## config.mk

```make
export PLATFORM = sky130hd
export DESIGN_NAME = id_ex_reg
export DESIGN_NICKNAME = d
export VERILOG_FILES = /design/src/rtl/id_ex_reg_pkg.sv /design/src/rtl/id_ex_reg_sat_counter.sv /design/src/rtl/id_ex_reg.sv
export SDC_FILE = /design/constraint.sdc
export NUM_CORES = 1
export LEC_CHECK = 0
export BUFFER_PORTS_ARGS = -buffer_cell sky130_fd_sc_hd__buf_2
export CAP_MARGIN = 10
export CORE_AREA = 2 2 164 166
export DETAILED_ROUTE_END_ITERATION = 6
export DIE_AREA = 0 0 166 168
export GPL_TIMING_DRIVEN = 0
export MAX_ROUTING_LAYER = met4
export PLACE_DENSITY = 0.56
export RECOVER_POWER = 100
export SLEW_MARGIN = 20
export SYNTH_ARGS = -nofsm -noshare
export SYNTH_HDL_FRONTEND = slang
export SYNTH_SLANG_ARGS = --single-unit
```

## constraint.sdc

```tcl
create_clock -name clk -period 2.2 [get_ports clk]
set_clock_uncertainty 0.1 [all_clocks]
set_input_delay 0.44 -clock clk [delete_from_list [all_inputs] [get_ports clk]]
set_output_delay 0.44 -clock clk [all_outputs]
set_load 0.05 [all_outputs]
```

## src/rtl/id_ex_reg_pkg.sv

```systemverilog
// Shared encodings and control-bundle type for the ID/EX pipeline register.
package id_ex_reg_pkg;

    // ALU operation encodings carried in ALUControl.
    typedef enum logic [3:0] {
        ALU_ADD  = 4'b0000,
        ALU_SUB  = 4'b0001,
        ALU_AND  = 4'b0010,
        ALU_OR   = 4'b0011,
        ALU_XOR  = 4'b0100,
        ALU_SLL  = 4'b0101,
        ALU_SRL  = 4'b0110,
        ALU_SRA  = 4'b0111,
        ALU_SLT  = 4'b1000,
        ALU_SLTU = 4'b1001
    } alu_op_e;

    // Writeback result source selection.
    typedef enum logic [1:0] {
        RES_ALU = 2'b00,
        RES_MEM = 2'b01,
        RES_PC4 = 2'b10
    } result_src_e;

    // Control bits and fields travelling with an instruction into E.
    typedef struct packed {
        logic       valid;
        logic       regwrite;
        logic       memwrite;
        logic       jump;
        logic       branch;
        logic       alusrc;
        logic [1:0] resultsrc;
        logic [3:0] alucontrol;
        logic [2:0] funct3;
    } ctrl_e_t;

    // A bubble is all zeros: not valid and no architectural side effects.
    localparam ctrl_e_t CTRL_BUBBLE = '0;

endpackage

```

## src/rtl/id_ex_reg_sat_counter.sv

```systemverilog
// Saturating event counter: counts inc pulses, sticks at all ones.
module sat_counter #(
    parameter int CNTW = 16
) (
    input  logic            clk,
    input  logic            rst_n,
    input  logic            inc,
    output logic [CNTW-1:0] count
);

    // Count up on inc unless already at the top value.
    always_ff @(posedge clk) begin
        if (!rst_n) begin
            count <= '0;
        end else if (inc && (count != '1)) begin
            count <= count + 1'b1;
        end
    end

endmodule

```

## src/rtl/id_ex_reg.sv

```systemverilog
// ID/EX pipeline register with stall, flush-to-bubble and hazard counters.
module id_ex_reg
    import id_ex_reg_pkg::*;
#(
    parameter int XLEN = 32,
    parameter int CNTW = 16
) (
    input  logic            clk,
    input  logic            rst_n,
    input  logic            StallE,
    input  logic            FlushE,
    input  logic            ValidD,
    input  logic            RegWriteD,
    input  logic            MemWriteD,
    input  logic            JumpD,
    input  logic            BranchD,
    input  logic            AluSrcD,
    input  logic [1:0]      ResultSrcD,
    input  logic [3:0]      ALUControlD,
    input  logic [2:0]      Funct3D,
    input  logic [XLEN-1:0] RD1D,
    input  logic [XLEN-1:0] RD2D,
    input  logic [XLEN-1:0] ImmExtD,
    input  logic [XLEN-1:0] PCD,
    input  logic [XLEN-1:0] PCPlus4D,
    input  logic [4:0]      Rs1D,
    input  logic [4:0]      Rs2D,
    input  logic [4:0]      RdD,
    output logic            ValidE,
    output logic            RegWriteE,
    output logic            MemWriteE,
    output logic            JumpE,
    output logic            BranchE,
    output logic            AluSrcE,
    output logic [1:0]      ResultSrcE,
    output logic [3:0]      ALUControlE,
    output logic [2:0]      Funct3E,
    output logic [XLEN-1:0] RD1E,
    output logic [XLEN-1:0] RD2E,
    output logic [XLEN-1:0] ImmExtE,
    output logic [XLEN-1:0] PCE,
    output logic [XLEN-1:0] PCPlus4E,
    output logic [4:0]      Rs1E,
    output logic [4:0]      Rs2E,
    output logic [4:0]      RdE,
    output logic [CNTW-1:0] BubbleCntE,
    output logic [CNTW-1:0] HoldCntE
);

    ctrl_e_t ctrl_d;
    ctrl_e_t ctrl_q;
    logic    hold;
    logic    load_bubble;

    // Pack decode controls; work out hold/bubble shared by both registers.
    always_comb begin
        ctrl_d            = CTRL_BUBBLE;
        ctrl_d.valid      = ValidD;
        ctrl_d.regwrite   = RegWriteD;
        ctrl_d.memwrite   = MemWriteD;
        ctrl_d.jump       = JumpD;
        ctrl_d.branch     = BranchD;
        ctrl_d.alusrc     = AluSrcD;
        ctrl_d.resultsrc  = ResultSrcD;
        ctrl_d.alucontrol = ALUControlD;
        ctrl_d.funct3     = Funct3D;
        // Flush overrides stall; an invalid D slot is captured as a bubble.
        hold        = StallE & ~FlushE;
        load_bubble = FlushE | ~ValidD;
    end

    // Control register: bubble on reset/flush/invalid, hold on stall.
    always_ff @(posedge clk) begin
        if (!rst_n) begin
            ctrl_q <= CTRL_BUBBLE;
        end else if (!hold) begin
            ctrl_q <= load_bubble ? CTRL_BUBBLE : ctrl_d;
        end
    end

    // Datapath register: same enable and bubble logic as the control register.
    always_ff @(posedge clk) begin
        if (!rst_n || (!hold && load_bubble)) begin
            RD1E     <= '0;
            RD2E     <= '0;
            ImmExtE  <= '0;
            PCE      <= '0;
            PCPlus4E <= '0;
            Rs1E     <= '0;
            Rs2E     <= '0;
            RdE      <= '0;
        end else if (!hold) begin
            RD1E     <= RD1D;
            RD2E     <= RD2D;
            ImmExtE  <= ImmExtD;
            PCE      <= PCD;
            PCPlus4E <= PCPlus4D;
            Rs1E     <= Rs1D;
            Rs2E     <= Rs2D;
            RdE      <= RdD;
        end
    end

    assign ValidE      = ctrl_q.valid;
    assign RegWriteE   = ctrl_q.regwrite;
    assign MemWriteE   = ctrl_q.memwrite;
    assign JumpE       = ctrl_q.jump;
    assign BranchE     = ctrl_q.branch;
    assign AluSrcE     = ctrl_q.alusrc;
    assign ResultSrcE  = ctrl_q.resultsrc;
    assign ALUControlE = ctrl_q.alucontrol;
    assign Funct3E     = ctrl_q.funct3;

    // Flush cycles count as bubbles; stall cycles count only when not flushed.
    sat_counter #(.CNTW(CNTW)) u_bubble_cnt (
        .clk   (clk),
        .rst_n (rst_n),
        .inc   (FlushE),
        .count (BubbleCntE)
    );

    sat_counter #(.CNTW(CNTW)) u_hold_cnt (
        .clk   (clk),
        .rst_n (rst_n),
        .inc   (hold),
        .count (HoldCntE)
    );

endmodule

```

# Word level (Yosys, flattened, before mapping)
# Index checks and enable logic that the tools add are counted.
# word_totals
elab_cells	34
reg_bits	222
output_inout_bits	222
inputBits	194
# classes
bitwise_logic	4
n_reduce_logical	6
eq_ne	2
n_addsub	2
muxes	1
# ops
operator	count
adder 16 x 1 -> 16 bit, second input constant	2
!= test 16 bit, second input constant	2
two-way mux 15 bit	1
logical AND 1 bit	3
zero test 1 bit	2
inverter 1 bit	2
AND 1 bit	1
logical OR 1 bit	1
OR 1 bit	1

# Longest topological paths before layout
# Gate-level depths: netlist of the first run.
# logic_depth
word_depth	5
depth_mapped	7
depth_no_buf	5

# Hierarchy
# From an unflattened synthesis of the first run, not the netlist that was laid out.
# hier_totals
hier_cells	1039
hier_area_um2	9235.1
# modules_own_cells
mod	cells_each	area_each_um2	seq_area_each_um2	instances
id_ex_reg	845	7561.0	3803.6	1
sat_counter	97	837.1	320.3	2

# Least setup slack after synthesis of the first run
# No wires, ideal clock.
# synth_path
path_kind	reg-to-reg
startpoint	register u_bubble_cnt.count[0]
endpoint	register u_bubble_cnt.count[14]
required_time_ps	2030
slack_ps	129
arrival_time_ps	1901
setup_ps	70
path_stages_with_launch	6
synth_period_minus_slack_ps	2071
n_path_buf	0
cell_sequence	dfxtp_1 -> ha_1 -> and2_2 -> o2111ai_4 -> or4_1 -> a21oi_1
# synth_between
elab_chain_cells	2
elab_cells_between_ends	3
classes_between	add/sub: 1; eq/ne: 1; reduce/logical: 1
# synth_lines
element	line_no	rtl
start, declared	id_ex_reg_sat_counter.sv:8	output logic [CNTW-1:0] count
start signal, assigned	id_ex_reg_sat_counter.sv:16	count <= count + 1'b1;
parallel branches: the longest is 2 deep, another holds adder 16 x 1 -> 16 bit	n/a	
# Several ways; the timed one is not identified.
# A chain may end at the register's enable or synchronous reset.

# Worst setup path after layout of the first run
# layout_path
startpoint	register u_hold_cnt.count[3]
endpoint	output HoldCntE[3]
# layout_rtl
element	line_no	rtl
start, declared	id_ex_reg_sat_counter.sv:8	
start signal, assigned	id_ex_reg_sat_counter.sv:16	
end, declared	id_ex_reg.sv:47	output logic [CNTW-1:0] HoldCntE
# No word-level cell between the ends.

==> metrics.md, run 1 <==
| Metric | Value |
|---|---|
| H-tree Lvls | `1` |
| Initial core utilization | `30.8%` |
| Peak VDD IR | `slightly below 0.5 mV` |
| PostCTS Resize Cnt | `0` |
| Fin. max-slew vios | `0` |
| Reg clk slew, reported paths | `60 ps` |
| Max clock buf depth | `3` |
| Layout cell share with drive strength beyond 1 | `18.3%` |
| Total wire length | `about 28 mm` |
| First-pass detailed-route iteration total | `4` |
| Post-route DRC violation count | `0` |
| F_max | `0.493 GHz` |
| Area Growth Syn to Fin | `37.3%` |
| Max incr delay on CP | `530 ps` |
| Net Count, Synth | `~1200` |
| LEAKAGE | `0.00456 uW` |
| Status | `completed` |
| FP Rows | `60` |
| CTS Hold Bufs | `0` |
| GRT Total Usage | `approximately a fifth` |
| Crit path to | `HoldCntE[3]` |
| RSZ-0062 raised after global routing | `no` |
| First-pass GRT wire length | `42.9 mm` |
| FF-to-FF setup slack | `200 ps` |
| Die Span X | `166 um` |
| Number of synthesized flops with an enable pin | `0` |
| Yosys warnings | `0` |
| HPWL after detailed placement | `between 20 and 25 mm` |
| Area contributors post-synth | `dfxtp_1 (55%), nand2_1 (17%), a21oi_1 (12%)` |
| Relative slew margins | `44.4%` |
| Reg2reg path depth | `6` |
| Worst Path Max Fanout | `7` |
| Cell class contributing the biggest share of worst-path delay | `buffers and inverters` |
| Measured slew at the worst slew-check pin | `832 ps` |
| Skew-Pair Late Insertion Delay | `510 ps` |
| WP data required | `1660 ps` |
| Number of global-route vias before repair | `roughly 7800` |
| GP Congestion | `0.820` |
| Sequential fraction of the synthesis area | `54.7%` |
| PortBufs | `415` |
| Most frequent cells in the layout | `nand2_1 (368), clkbuf_1 (262), dfxtp_1 (222)` |
| CP Cell Sequence | `clkbuf_1` |
| Inst Count DP | `about 1800` |
| Die extent in y | `around 170 um` |
| Fin. Hold Viols | `0` |
| # IOs | `416` |
| Most common cell after layout, fill and taps aside | `nand2_1` |
| PnR Total Power | `between 9000 and 10000 uW` |
| Met2 WL | `13.7 mm` |
| Crit. End Element | `primary output` |
| Vias | `8378` |
| Design area | `11200 um^2` |
| Maxcap violations | `0` |
| DR top layer | `met4` |
| Ys async rst share | `0%` |
| Type of the worst min-delay path | `input pin to register` |
| Largest area contributor in the netlist | `dfxtp_1` |
| Grt ovf | `0` |
| CTS tree | `done` |
| Via density | `4.64` |
| Mean area per synthesized cell | `8.11 um^2` |
| Mapped cell area | `roughly 8000 um^2` |
| Reg2reg start | `u_hold_cnt.count[0]` |
| WHS | `64.6 ps` |
| CP max-delay cell | `clkbuf_1` |
| CP startpoint kind | `register` |
| Synth unique cells | `46` |
| Synth top area share | `around 55%` |
| Core area | `approximately 26000 um^2` |
| Routed length on met3 | `1.71 mm` |
| Area of the die | `between 20000 and 30000 um^2` |
| Crit path from | `u_hold_cnt.count[3]` |
| Initial antenna violation count | `2` |
| CP arrival | `about 1500 ps` |
| CTS Sinks | `~220` |
| Final setup viols | `0` |
| Routed met1 length | `12.0 mm` |
| Reg2reg end | `u_hold_cnt.count[13]` |
| Placed Area | `approximately 11000 um^2` |
| Ys flop type | `dfxtp_1` |
| Non-filler instance count after layout | `1804` |
| Final TNS setup | `0 ps` |
| Post-CTS Setup Repair Bufs | `3` |
| Worst Path Class, Setup | `register to primary output` |
| Largest net degree at the start of global routing | `13` |
| Num CTS Buffers | `25` |
| Critical path depth | `1` |
| Tcrit/Tclk final | `between 90% and 100%` |
| WL per Instance | `15.7 um` |
| Final nets | `1642` |
| Seq cells post-synth | `about 220` |
| Power Density | `roughly 850 nW/um^2` |
| Buf+Inv Stages, Crit Path | `1` |
| Post-Syn Instances | `1001` |
| Final ANT Viol Nets | `0` |
| Clock root cell | `clkbuf_16` |
| Initial DRC Count | `386` |
| Crit path time final | `between 2000 and 2500 ps` |
==> tightest hold or removal path, cell delays in order <==
cell	delay (ps)
buf_2	90
nand2_1	40
a21oi_1	50
==> per-layer routing <==
layer | track usage (%) | up-vias
met5 | - | -
met4 | 6.28 | 0
met3 | 3.67 | 54
met2 | 32.9 | 282
met1 | 23.4 | 3796
li1 | - | 4246
==> cells by family (layout without fill, tap and decap cells) <==
| group | Yosys count | count (layout) | share of synthesized area, % |
|---|---|---|---|
| muxes | 3 | 3 | 0.370 |
| AOI/OAI and AO/OA | 243 | 243 | 16.8 |
| other | 0 | 2 | 0 |
| and+or+nand+nor | 454 | 454 | 23.7 |
| DFF | 222 | 222 | 54.7 |
| adders and majority gates | 2 | 2 | 0.308 |
| buffers and inverters | 74 | 534 | 3.84 |
| xor gates and xnor gates | 3 | 3 | 0.324 |
==> Yosys cell counts, types with 5 or more instances <==
cell / n
o21ai_0: 10
dfxtp_1: 222
clkbuf_1: 40
o31ai_1: 6
nand3_1: 9
nor2_1: 23
a21oi_1: 193
buf_2: 18
buf_1: 9
nand2_1: 368
or4_1: 7
nand4_2: 5
inv_1: 5
or3_1: 9
a22oi_1: 14
==> final cells by class <==
type / instances / area (um^2)
tap: 341 / 427
fill: 2860 / 15200
buffer: 69 / 284
antenna: 2 / 5.00
clock inverter: 5 / 56.3
clock buffer: 37 / 761
multi-input combinational: 705 / 3320
sequential: 222 / 4440
inverter: 5 / 18.8
timing repair buffer: 418 / 1830
==> registers in the layout, indices dropped and copies added (netlist names) <==
| register | count |
|---|---|
| ValidE | 1 |
| PCPlus4E | 32 |
| ALUControlE | 4 |
| u_bubble_cnt.count | 16 |
| RD1E | 32 |
| ImmExtE | 32 |
| RegWriteE | 1 |
| ResultSrcE | 2 |
| RD2E | 32 |
| JumpE | 1 |
| Rs1E | 5 |
| u_hold_cnt.count | 16 |
| PCE | 32 |
| AluSrcE | 1 |
| MemWriteE | 1 |
| Rs2E | 5 |
| BranchE | 1 |
| RdE | 5 |
| Funct3E | 3 |
==> worst min-delay path by stage <==
stage | from | cells past startpoint | slack [ps] | to
after floorplan | ImmExtD[0] | 2 | 480 | ImmExtE[0]
after global placement | PCPlus4E[31] | 2 | 340 | PCPlus4E[31]
after detailed placement | ImmExtE[6] | 2 | 340 | ImmExtE[6]
after CTS | RD1D[26] | 3 | 40 | RD1E[26]
after global routing | RdD[0] | 3 | 50 | RdE[0]
final | RD1D[26] | 3 | 60 | RD1E[26]
==> stage by stage <==
step	util [%]	setup slack (ps)
after floorplan	-	129
after global routing	42.3	17.9
final	42.3	172
after global placement	40.3	-507
after detailed placement	40.3	-539
after CTS	43.5	153
==> where the power goes <==
group          internal [uW]  switching [uW]
Combinational            287             848
Sequential              4140            67.8
Clock                   2490            1630
(Power assumes the default switching activity.)
==> run 2: changes to the inputs <==
--- a/config.mk
+++ b/config.mk
@@ -11,6 +11,7 @@
 export DETAILED_ROUTE_END_ITERATION = 6
 export DIE_AREA = 0 0 166 168
 export GPL_TIMING_DRIVEN = 0
+export HOLD_SLACK_MARGIN = 0.1
 export MAX_ROUTING_LAYER = met4
 export PLACE_DENSITY = 0.56
 export RECOVER_POWER = 100
==> metrics.md, run 2 (same netlist as run 1, synthesis figures left out) <==
| Metric | Value |
|---|---|
| Status | `completed` |
| CP startpoint kind | `input pin` |
| Measured slew at the worst slew-check pin | `845 ps (+12.9 ps)` |
| WHS | `137 ps (+72.4 ps)` |
| CTS tree | `done` |
| Vias | `9186 (+9.6%)` |
| Peak VDD IR | `0.476 mV (-1.3%)` |
| Total wire length | `30.3 mm (+7.3%)` |
| FP Rows | `60 (unchanged)` |
| Fin. Hold Viols | `0 (unchanged)` |
| Initial core utilization | `30.8% (unchanged)` |
| Die Span X | `166 um (unchanged)` |
| Reg clk slew, reported paths | `60 ps (about the same)` |
| # IOs | `416 (unchanged)` |
| Final nets | `1831 (+12%)` |
| Switching Share | `26.8% (-0.11 points)` |
| Die extent in y | `168 um (unchanged)` |
| Final setup viols | `0 (unchanged)` |
| Most frequent cells in the layout | `nand2_1 (368), clkbuf_1 (263), dfxtp_1 (222)` |
| Most common cell after layout, fill and taps aside | `nand2_1` |
| H-tree Lvls | `1 (unchanged)` |
| Fill count | `2620 (-8.4%)` |
| Worst Path Max Fanout | `10 (+3)` |
| DP Worst Slack | `-539 ps (unchanged)` |
| Final ANT Viol Nets | `0 (unchanged)` |
| Post-route DRC violation count | `0 (unchanged)` |
| Sw Pwr | `2610 uW (+2.6%)` |
| GRT Total Usage | `21.0% (+1.6 points)` |
| Power Internal | `7140 uW (+3.2%)` |
| F_max | `0.488 GHz (-1.0%)` |
| LEAKAGE | `0.00535 uW (+17%)` |
| Core area | `26400 um^2 (unchanged)` |
| CTS Sinks | `222 (unchanged)` |
| Largest net degree at the start of global routing | `13 (unchanged)` |
| WL per Instance | `15.2 um (-2.8%)` |
| PostCTS Resize Cnt | `0 (unchanged)` |
| Area Growth Syn to Fin | `60.7%` |
| Num CTS Buffers | `25 (unchanged)` |
| Combinational share of power | `14.5% (+2.5 points)` |
| Initial DRC Count | `415 (+7.5%)` |
| Antenna Cells | `0 (-2)` |
| Crit path time final | `2050 ps (+21.0 ps)` |
| Skew-Pair Late Insertion Delay | `510 ps (about the same)` |
| CP arrival | `2380 ps (+890 ps)` |
| Crit. End Element | `register` |
| Worst Path Class, Setup | `input pin to register` |
| Final TNS setup | `0 ps (unchanged)` |
| Grt ovf | `0 (unchanged)` |
| Clock root cell | `clkbuf_16` |
| First-pass GRT wire length | `47.0 mm (+9.6%)` |
| Max clock buf depth | `3 (unchanged)` |
| HPWL after detailed placement | `21.5 mm (unchanged)` |
| Fin. max-slew vios | `0 (unchanged)` |
| RSZ-0062 raised after global routing | `no` |
| Type of the worst min-delay path | `input pin to register` |
| Maxcap violations | `0 (unchanged)` |
| PortBufs | `415 (unchanged)` |
| Via density | `4.61 (-0.65%)` |
| Initial antenna violation count | `0 (-2)` |
| Relative slew margins | `43.5% (-0.86 points)` |
| WP data required | `2530 ps (+870 ps)` |
| Tcrit/Tclk final | `93.1% (+0.95 points)` |
| GP Congestion | `0.820 (unchanged)` |
| First-pass detailed-route iteration total | `5 (+1)` |
| Power Density | `747 nW/um^2 (-12%)` |
| Clock power frac | `42.3% (-1.2 points)` |
| Area of the multi-input gates | `3340 um^2 (+0.49%)` |
| Number of global-route vias before repair | `8861 (+13%)` |
| Power share of the sequential group | `43.2% (-1.3 points)` |
| Reg area | `4440 um^2 (unchanged)` |
| Layout cell share with drive strength beyond 1 | `16.3% (-2.0 points)` |
| Area of the die | `27900 um^2 (unchanged)` |
| Min setup slack post-route | `151 ps (-21.0 ps)` |
==> run 2: cell count changes in the layout (fill, tap and decap cells not counted) <==
cell / previous run / this run
diode_2: 2 / 0
clkbuf_2: 17 / 16
and4_4: 1 / 2
o41ai_1: 6 / 5
clkbuf_1: 262 / 263
o41ai_2: 0 / 1
nand4_2: 3 / 4
dlygate4sd3_1: 0 / 189
buf_2: 200 / 201
and4_1: 5 / 4
buf_4: 4 / 3
nand4_1: 6 / 5
==> run 2: area by class of cell <==
class	instances	area share (%)
clock inverters	5	0.431
flip-flops and latches	222	34.1
inverters	5	0.144
repair buffers	607	28.5
plain buffers	69	2.15
well taps	341	3.27
clock buffers	37	5.83
multi-input cells	705	25.6
==> run 2: critical path, stage by stage <==
cell and delay (ps):
buf_2 100, buf_2 170, nor2b_1 210, buf_2 340, clkbuf_1 510, clkbuf_2 350, nand2_1 90, a21oi_1 150
==> run 2: stage by stage <==
stage	cell area (um^2)	util, %	total power (uW)	cells
floorplan	8120	-	5030	1001
global route	13100	49.5	10100	1991
detailed placement	10600	40.3	5470	1757
CTS	13400	50.7	9870	1991
global placement	10600	40.3	5460	1757
finish	13100	49.5	9750	1991
==> run 2: repair_timing <==
action / in CTS / in global routing
setup endpoints to repair: 3 / 0
setup buffers: 3 / 0
endpoints found under the hold margin: 189 / 0
hold buffers: 189 / 0
==> run 2: per-layer routing <==
| layer | vias to the layer above | wire [um] | GRT usage (%) |
|---|---|---|---|
| met5 | - | 0 | - |
| met4 | 0 | 671 | 5.48 |
| met3 | 48 | 1660 | 3.41 |
| met2 | 307 | 15000 | 37.2 |
| met1 | 4192 | 12900 | 24.9 |
| li1 | 4639 | - | - |
==> run 2: power by group through the flow <==
stage / logic, uW / clock network, uW / registers (uW)
4_1_cts: 1450 / 4210 / 4210
2_1_floorplan: 314 / 0 / 4720
5_1_grt: 1510 / 4370 / 4230
6_report: 1410 / 4120 / 4210
3_5_place_dp: 1180 / 0 / 4300
3_3_place_gp: 1170 / 0 / 4290
==> run 2: final timing paths <==
kind / cells after the start / end / slack (ps) / startpoint
hold / removal: 3 / u_hold_cnt.count[9] / 140 / rst_n
setup / recovery: 8 / ImmExtE[29] / 150 / FlushE
hold reg to reg: 2 / PCPlus4E[21] / 350 / PCPlus4E[21]
setup reg to reg: 6 / u_hold_cnt.count[15] / 180 / u_hold_cnt.count[0]
==> run 3: changes to the inputs <==
==> constraint.sdc (replaced) <==
create_clock -name clk -period 2.2 [get_ports clk]
set_clock_uncertainty 0.1 [all_clocks]
set_input_delay 0.44 -clock clk [delete_from_list [all_inputs] [get_ports clk]]
set_output_delay 0.44 -clock clk [all_outputs]
set_load 0.005 [all_outputs]
==> metrics.md, run 3 (same netlist as run 1, synthesis figures left out) <==
| Metric | Value |
|---|---|
| Status | `completed` |
| Total wire length | `30.3 mm (about the same)` |
| Post-route DRC violation count | `0 (unchanged)` |
| Most common cell after layout, fill and taps aside | `nand2_1` |
| CP arrival | `2390 ps (about the same)` |
| FP Rows | `60 (unchanged)` |
| Number of global-route vias before repair | `8861 (unchanged)` |
| PostCTS Resize Cnt | `0 (unchanged)` |
| Sw Pwr | `2200 uW (-16%)` |
| HPWL after detailed placement | `21.5 mm (unchanged)` |
| Num CTS Buffers | `25 (unchanged)` |
| Combinational share of power | `10.8% (-3.7 points)` |
| CTS tree | `done` |
| PortBufs | `415 (unchanged)` |
| H-tree Lvls | `1 (unchanged)` |
| GP Congestion | `0.820 (unchanged)` |
| Final setup viols | `0 (unchanged)` |
| Initial DRC Count | `424 (+2.2%)` |
| Antenna Cells | `0 (unchanged)` |
| Most frequent cells in the layout | `nand2_1 (368), buf_2 (264), dfxtp_1 (222)` |
| Core area | `26400 um^2 (unchanged)` |
| Switching Share | `23.6% (-3.2 points)` |
| Power share of the sequential group | `45.1% (+1.9 points)` |
| First-pass detailed-route iteration total | `5 (unchanged)` |
| Inst Count DP | `1757 (unchanged)` |
| Power Density | `713 nW/um^2 (-4.6%)` |
| Area Growth Syn to Fin | `61.5%` |
| Via density | `4.60 (-0.21%)` |
| PnR Total Power | `9350 uW (-4.1%)` |
| Maxcap violations | `0 (unchanged)` |
| Measured slew at the worst slew-check pin | `840 ps (-5.50 ps)` |
| Crit path time final | `2060 ps (+10.6 ps)` |
| First-pass GRT wire length | `47.0 mm (unchanged)` |
| Initial antenna violation count | `0 (unchanged)` |
| Worst Path Max Fanout | `10 (unchanged)` |
| Final nets | `1831 (unchanged)` |
| Non-filler instance count after layout | `1991 (unchanged)` |
| Crit. End Element | `register` |
| # IOs | `416 (unchanged)` |
| Power Internal | `7150 uW (+0.13%)` |
| WL per Instance | `15.2 um (about the same)` |
| Max clock buf depth | `3 (unchanged)` |
| RSZ-0062 raised after global routing | `no` |
| Peak VDD IR | `0.469 mV (-1.5%)` |
| F_max | `0.485 GHz (-0.52%)` |
| CP startpoint kind | `input pin` |
| Area of the die | `27900 um^2 (unchanged)` |
| Vias | `9167 (-0.21%)` |
| Skew-Pair Late Insertion Delay | `510 ps (about the same)` |
| Clock power frac | `44.1% (+1.8 points)` |
| Largest net degree at the start of global routing | `13 (unchanged)` |
| GRT Total Usage | `21.0% (unchanged)` |
| Final core utilization | `49.8% (+0.25 points)` |
| WP data required | `2530 ps (about the same)` |
| Reg clk slew, reported paths | `70 ps (about the same)` |
| WHS | `125 ps (-12.0 ps)` |
| Relative slew margins | `43.9% (+0.37 points)` |
| Tcrit/Tclk final | `93.6% (+0.48 points)` |
| Initial core utilization | `30.8% (unchanged)` |
| Die extent in y | `168 um (unchanged)` |
| Layout cell share with drive strength beyond 1 | `19.6% (+3.3 points)` |
| LEAKAGE | `0.00560 uW (+4.7%)` |
| Grt ovf | `0 (unchanged)` |
| Clock root cell | `clkbuf_16` |
| Final ANT Viol Nets | `0 (unchanged)` |
| Fin. Hold Viols | `0 (unchanged)` |
| CTS Sinks | `222 (unchanged)` |
| Worst Path Class, Setup | `input pin to register` |
| Fin. max-slew vios | `0 (unchanged)` |
| Die Span X | `166 um (unchanged)` |
| Type of the worst min-delay path | `input pin to register` |
[run 3: critical path, cell delays in order]
cell and delay [ps]:
buf_2 100, buf_2 170, nor2b_1 220, buf_2 330, clkbuf_1 510, clkbuf_2 360
nand2_1 90, a21oi_1 150
[run 3: cell type report]
class / count / area (um^2)
Sequential cell: 222 / 4440
Clock buffer: 37 / 761
Timing Repair Buffer: 607 / 3790
Buffer: 69 / 280
Tap cell: 341 / 427
Fill cell: 2588 / 13200
Inverter: 5 / 18.8
Multi-Input combinational cell: 705 / 3340
Clock inverter: 5 / 56.3
[run 3: final timing paths]
| check | startpoint | to | slack, ps | cells past startpoint |
|---|---|---|---|---|
| max | FlushE | ImmExtE[29] | 140 | 8 |
| max reg2reg | u_hold_cnt.count[0] | u_hold_cnt.count[13] | 180 | 6 |
| min | rst_n | u_hold_cnt.count[9] | 130 | 3 |
| min reg2reg | PCPlus4E[21] | PCPlus4E[21] | 350 | 2 |
[run 3: repair_timing]
item,CTS,global route
hold endpoints to repair,189,0
setup endpoints to repair,3,0
buffers inserted,3,0
hold buffers,189,0
[run 3: metal layers]
metal / share of wire [%] / up-vias / track usage (%) / wire length, um
met2: 50 / 306 / 37.2 / 15100
met1: 43 / 4180 / 24.9 / 12900
li1: - / 4635 / - / -
met4: 2.1 / 0 / 5.48 / 650
met5: 0 / - / - / 0
met3: 5.5 / 46 / 3.41 / 1650
[run 3: power by group through the flow]
stage / registers, uW / clock network (uW) / logic (uW)
6_report: 4210 / 4130 / 1010
5_1_grt: 4220 / 4370 / 1110
4_1_cts: 4210 / 4210 / 1030
3_5_place_dp: 4300 / 0 / 760
3_3_place_gp: 4290 / 0 / 755
2_1_floorplan: 4300 / 0 / 314
[run 3: metrics by stage]
step / setup slack (ps) / TNS, ps / instance area [um^2]
2_1_floorplan: 396 / 0 / 8120
3_3_place_gp: -507 / -50100 / 10600
3_5_place_dp: -539 / -52230 / 10600
4_1_cts: 153 / 0 / 13400
5_1_grt: 6.92 / 0 / 13100
6_report: 140 / 0 / 13100
